===== src/rtl/shift_arbiter.sv =====
// shift_arbiter: two requesters share one 32-bit logical shifter. A
// round-robin grant picks the requester, and a single result register
// (EMPTY/FULL) holds the shifted value until the consumer takes it.
// Results appear one cycle after acceptance. When the consumer keeps
// rsp_ready high, one result is delivered per cycle.
module shift_arbiter #(
  parameter bit PRIO_INIT = 1'b0  // requester that wins the first tie after reset
) (
  input  logic        clk,
  input  logic        rst,
  input  logic        req0_valid,
  output logic        req0_ready,
  input  logic [31:0] req0_a,
  input  logic [4:0]  req0_shamt,
  input  logic        req0_op,
  input  logic        req1_valid,
  output logic        req1_ready,
  input  logic [31:0] req1_a,
  input  logic [4:0]  req1_shamt,
  input  logic        req1_op,
  output logic        rsp_valid,
  input  logic        rsp_ready,
  output logic [31:0] rsp_result,
  output logic        rsp_id,
  output logic        busy
);

  typedef enum logic {EMPTY = 1'b0, FULL = 1'b1} state_t;

  state_t      state_q;
  logic [31:0] result_q, result_d;
  logic        id_q, id_d;
  logic        last_q;

  logic        accept, gnt0, gnt1, xfer;
  logic [31:0] sh_a;
  logic [4:0]  sh_amt;
  logic        sh_op;

  // Result slot is free (or being drained this cycle); reset blocks any handshake.
  assign accept = !rst && (state_q == EMPTY || rsp_ready);

  // Round-robin grant: on a tie the requester that did not win last time goes.
  always_comb begin
    gnt0 = req0_valid && (!req1_valid || last_q);
    gnt1 = req1_valid && (!req0_valid || !last_q);
  end

  assign req0_ready = accept && gnt0;
  assign req1_ready = accept && gnt1;
  assign xfer       = (req0_valid && req0_ready) || (req1_valid && req1_ready);

  // Operand mux feeding the single shared shifter; gnt1 picks requester 1.
  always_comb begin
    sh_a   = gnt1 ? req1_a     : req0_a;
    sh_amt = gnt1 ? req1_shamt : req0_shamt;
    sh_op  = gnt1 ? req1_op    : req0_op;
  end

  // Logical shift, zero-fill in both directions; amount 0 passes the operand.
  always_comb begin
    result_d = sh_op ? (sh_a >> sh_amt) : (sh_a << sh_amt);
    id_d     = gnt1;
  end

  // EMPTY/FULL result-slot FSM; a drain and a new load may coincide.
  always_ff @(posedge clk or posedge rst) begin
    if (rst) begin
      state_q  <= EMPTY;
      result_q <= 32'h0000_0000;
      id_q     <= 1'b0;
      last_q   <= ~PRIO_INIT;
    end else begin
      case (state_q)
        EMPTY: begin
          if (xfer) begin
            state_q  <= FULL;
            result_q <= result_d;
            id_q     <= id_d;
            last_q   <= id_d;
          end
        end
        FULL: begin
          if (xfer) begin
            result_q <= result_d;
            id_q     <= id_d;
            last_q   <= id_d;
          end else if (rsp_ready) begin
            state_q  <= EMPTY;
          end
        end
        default: state_q <= EMPTY;
      endcase
    end
  end

  assign rsp_valid  = (state_q == FULL);
  assign busy       = (state_q == FULL);
  assign rsp_result = result_q;
  assign rsp_id     = id_q;

endmodule


===== config.mk =====
export PLATFORM = sky130hd
export DESIGN_NAME = shift_arbiter
export DESIGN_NICKNAME = d
export VERILOG_FILES = /design/src/rtl/shift_arbiter.sv
export SDC_FILE = /design/constraint.sdc
export NUM_CORES = 1
export LEC_CHECK = 0
export CAP_MARGIN = 20
export CORE_MARGIN = 5
export CORE_UTILIZATION = 45
export DETAILED_ROUTE_END_ITERATION = 10
export HOLD_SLACK_MARGIN = 0.02
export PLACE_DENSITY_LB_ADDON = 0.08
export SLEW_MARGIN = 20
export SYNTH_ARGS = -nofsm -noshare
export SYNTH_HDL_FRONTEND = slang
export SYNTH_SLANG_ARGS = --single-unit

===== constraint.sdc =====
create_clock -name clk -period 4.75 [get_ports clk]
set_input_delay 0.95 -clock clk [delete_from_list [all_inputs] [get_ports clk]]
set_output_delay 0.95 -clock clk [all_outputs]
set_load 0.01 [all_outputs]

# After elaboration in Yosys (flattened, before gate mapping)
# Cells that the tools add are included.
[op_classes]
bitwise_logic = 1
shift = 2
muxes = 10
n_reduce_logical = 15
[op_table]
columns = ["operator", "count"]
rows = [
  ["32-bit 2-to-1 mux", 3],
  ["32-bit by 5-bit << shifter with 32-bit output", 1],
  ["32-bit by 5-bit >> shifter with 32-bit output", 1],
  ["1-bit logical AND", 7],
  ["1-bit 2-to-1 mux", 5],
  ["5-bit 2-to-1 mux", 1],
  ["1-bit zero test", 4],
  ["1-bit logical OR", 4],
  ["1-bit case mux with 2 select lines", 1],
  ["1-bit NOT", 1],
]
[word_totals]
in_bits = 81
regBits = 35

# Depth between registers and ports, before layout
[depth]
word_depth = 8
ltp_mapped = 12

# Least setup slack after synthesis
# Ideal clock, no wire load.
[synth_timing]
path_type = "input -> output"
start = "input req1_valid"
end = "output req1_ready"
arrival_time_ns = 1.982
n_path_buf = 2
required_ns = 3.800
setup_slack_ns = 1.818
cell_stages = 4
cell_sequence = "a21boi_4 -> buf_2 -> clkbuf_1 -> and2_1"
[synth_via]
elab_chain_len = 2
[synth_rtl]
columns = ["item", "line_no", "rtl"]
rows = [
  ["start: declaration", "16", "input logic req1_valid,"],
  ["1-bit logical AND", "46", "gnt1 = req1_valid && (!req0_valid || !last_q);"],
  ["1-bit logical AND", "50", "assign req1_ready = accept && gnt1;"],
  ["end: declaration", "17", "output logic req1_ready,"],
]
# No other way between the ends.

# Final worst setup path
[layout_timing]
start = "input req0_shamt[0]"
end = "register result_q[29], in the netlist rsp_result[29]"
[layout_via]
elab_chain_len = 4
word_cells_on_any_way = 5
[layout_rtl]
columns = ["item", "line_no", "rtl"]
rows = [
  ["start: declaration", "14", "input logic [4:0] req0_shamt,"],
  ["5-bit 2-to-1 mux (*)", "56", "sh_amt = gnt1 ? req1_shamt : req0_shamt;"],
  ["32-bit by 5-bit << shifter with 32-bit output / 32-bit by 5-bit >> shifter with 32-bit output (equally long branches)", "62", "result_d = sh_op ? (sh_a >> sh_amt) : (sh_a << sh_amt);"],
  ["32-bit 2-to-1 mux (*)", "62", ""],
  ["32-bit 2-to-1 mux (*)", "76, 84", ""],
  ["end signal: assignment", "78", "result_q <= result_d;"],
  ["end signal: assignment", "85", "result_q <= result_d;"],
  ["end: declaration", "31", "logic [31:0] result_q, result_d;"],
]
# Every way passes the cells marked *; elsewhere a longest branch is shown, timed or not. The select of a mux whose other input is x is not followed.
# A chain may end at the register's enable or synchronous reset.

==> results.md <==
* Status: finished, final reports clean
* GRT overflow at 0
* Critical Path AT at 4.08 ns
* Clock-pin transition on the worst setup and hold timing paths at 0.06 ns
* Setup tns final at 0 ns
* Critical Path RT at 4.91 ns
* Reg2reg path depth at 8
* Share of the synthesized area in the top cell type at 0.3681
* Antenna violations before repair at 0
* IO Port Bufs at 117
* Final ANT Viol Nets at 0
* Crit Path Class: in -> reg
* Setup WS post-layout at 0.8324 ns
* Gate power share at 0.612
* Die height at 127.4 um
* Hpwl dp at 20800 um
* Syn Nets at 820
* DR vias/cell at 6.709
* Sw Pwr at 937.3 uW
* CP bufs+invs at 2
* Via count at 6736
* Reg2reg setup slack at 1.72 ns
* Synth Instances at between 700 and 800
* H-tree depth at 2
* Final Cycle Share at 0.8248
* RR Endpoint: rsp_result[9]$_DFFE_PP0P_
* Routed len/inst at 26.36 um
* Wirelength, routed at ~26000 um
* Slew Limit Fails at 0
* # diodes at 0
* Compound-gate portion of the synthesized area at 0.2234
* Final Wtd Congestion at 0.9764
* CTS tree: yes
* Seq cells post-synth at 35
* Die area at approximately 16000 sq um
* Mux share of post-synthesis cell area at 0.4460
* F_max at 255.3 MHz
* Die width at 127.4 um
* Total CTS buffers at 5
* Fin crit period at 3.918 ns
* Count of cell types in the netlist at 62
* Post-synth top cells: 228 x mux2i_1, 63 x nand2_1, 55 x nor2_1, 38 x a21oi_1, 34 x dfrtp_1
* Max VDD drop at 0.2062 mV
* RSZ-0062 raised after global routing: false
* Leakage at between 3 and 4 nW
* Clk Latency, worst-skew pair at slightly below 0.3 ns
* Vias in the first global route at 6669
* Post-synth EDFFs at 0
* Clock Sinks at 35
* First drt pass iteration count at 6
* Post-Synth XOR/XNOR Area at 0
* Cell Pwr Density at 277.0 nW/um^2
* CP Capture Type: register
* Worst clock skew at 0.005127 ns
* Layout area overhead at 23.85%
* Number of remaining DRC errors at 0
* Clock Tree Buf Depth at 2
* Yosys warnings at 0
* Drt initial violations at 736
* Pre-CTS setup slack at 0.6523 ns
* Crit Path Max Fanout at 23
* Crit path max-delay family: buffers and inverters
* PostCTS Resize Cnt at 0
* Post-synth top flop: dfrtp_1
* Root Driver: clkbuf_16
* Initial Util at 0.4627
* First-pass GRT wire length at about 40000 um
* Avg Synthesized Cell Area at around 8.4 sq um
* Slew @ Worst Pin at roughly 1.1 ns
* Core footprint at 13400 sq um
* Asr flop ratio synth at 1.000
* Critical R2R Launch: last_q$_DFFE_PP1P_
* Internal power at ~1.2 mW
* Final nets at 908
* End of the critical path: rsp_result[29]$_DFFE_PP0P_
* Clock power frac at 0.188
* Setup violations, final at 0
* Crit path depth at 9
* Most used cell, CP: a21oi_1
* Switching share of power at 0.4407
* Row cnt at 42
* Most area-hungry cell type in the Yosys netlist: mux2i_1
* Startpoint types: primary input
* Cell Chain, Critical Path: clkdlybuf4s50_1, buf_4, mux4_2, mux2i_1, nor2_1, a21oi_1, o221ai_1, a211oi_1, a21oi_1
* Critical path launch point: req0_shamt[0]
* Adder-cell share of the synthesized area at 0
* Share of cells above drive strength 1 at 0.1002
* Largest net degree at the start of global routing at 54
* Cell Area, Synth at 6200 sq um
* Combinational family with the most area after synthesis: multiplexers
* Rel. slew slack at 0.2823
* Slowest stage delay, CP at 0.79 ns
* Max_cap viols at 0
* CP max-delay cell: clkdlybuf4s50_1
* # hold bufs at CTS at 0
* Post-synthesis sequential area ratio at 0.1415
* Post-Synth Simple-Gate Area at 0.1310
* # Post-CTS Setup Buffers at 0
* I/O pins at 118
* Sequential share of power at 0.200
* Most instantiated library cell after synthesis: mux2i_1
* Worst hold-check path type: reg -> reg
* Largest cells by area after synthesis: mux2i_1 37%, dfrtp_1 14%, nand2_1 3.8%
* Global Route Usage Sum at 0.3186
* Endpoints failing hold at 0
-- kinds of logic (layout without fill, tap and decap cells) --
family                 after synthesis  after routing
AOI/OAI and AO/OA                  193            193
buffers and inverters               71            160
muxes                              260            260
DFF                                 35             35
and+or+nand+nor                    180            180
-- power groups by stage --
stage / Combinational [mW] / Sequential (mW) / Clock, mW
global route: 1.38 / 0.433 / 0.418
detailed placement: 1.27 / 0.428 / 0
CTS: 1.28 / 0.423 / 0.400
global placement: 1.27 / 0.425 / 0
floorplan: 0.719 / 0.452 / 0
finish: 1.30 / 0.424 / 0.400
-- layer usage --
| metal | GRT usage | part of all wire | vias to the layer above |
|---|---|---|---|
| li1 | - | - | 3028 |
| met1 | 0.4177 | 0.42 | 3270 |
| met2 | 0.4961 | 0.44 | 355 |
| met3 | 0.07137 | 0.087 | 83 |
| met4 | 0.1527 | 0.053 | 0 |
| met5 | 0 | 0 | - |
-- metrics by stage --
step | cells | hold WS [ns] | cell area (sq um) | total power [mW] | utilization
floorplan | 739 | 0.5181 | 6200 | 1.171 | -
global placement | 996 | 0.4637 | 7505 | 1.695 | 0.5600
global route | 1004 | 0.5094 | 7679 | 2.225 | 0.5730
detailed placement | 996 | 0.4658 | 7505 | 1.701 | 0.5600
CTS | 1004 | 0.4787 | 7679 | 2.102 | 0.5730
finish | 1004 | 0.4753 | 7679 | 2.127 | 0.5730
-- cell type report --
class,instances,area [sq um]
multi-input combinational,633,4977
sequential,35,877.1
clock buffer,6,138.9
clock inverter,2,35.03
timing repair buffer,147,1411
inverter,5,18.77
fill,1248,5722
tap,176,220.2
-- placed cells by master (no fill, tap or decap), drive strengths merged, types with 3 or more instances in the layout --
cell	count
mux2i	230
clkdlybuf4s50	115
nand2	63
nor2	56
a21oi	38
dfrtp	34
buf	32
a211oi	25
o21ai	22
mux2	21
o211ai	15
nand3	15
a31oi	13
nor3	11
nor2b	11
a221oi	10
mux4	9
o22ai	9
a22oi	8
nand2b	7
a22o	6
clkbuf	6
inv	5
o21a	5
o22a	5
nand3b	5
a21o	5
o32a	4
o221ai	4
or2	3
a211o	3
o211a	3
a2bb2oi	3
a41oi	3
-- how the worst min path moves through the flow --
| stage | startpoint | endpoint | cells after the start |
|---|---|---|---|
| 2_1_floorplan | rsp_result[5]$_DFFE_PP0P_ | rsp_result[5]$_DFFE_PP0P_ | 1 |
| 3_3_place_gp | rsp_id$_DFFE_PP0P_ | rsp_id$_DFFE_PP0P_ | 1 |
| 3_5_place_dp | rsp_id$_DFFE_PP0P_ | rsp_id$_DFFE_PP0P_ | 1 |
| 4_1_cts | rsp_id$_DFFE_PP0P_ | rsp_id$_DFFE_PP0P_ | 1 |
| 5_1_grt | rsp_result[5]$_DFFE_PP0P_ | rsp_result[5]$_DFFE_PP0P_ | 1 |
| 6_report | rsp_id$_DFFE_PP0P_ | rsp_id$_DFFE_PP0P_ | 1 |
-- registers in the layout (all words and copies together), names as in the netlist --
register	flops
rsp_result	32
busy	1
rsp_id	1
last_q	1
No activity file was read; power rests on OpenSTA's default activity.
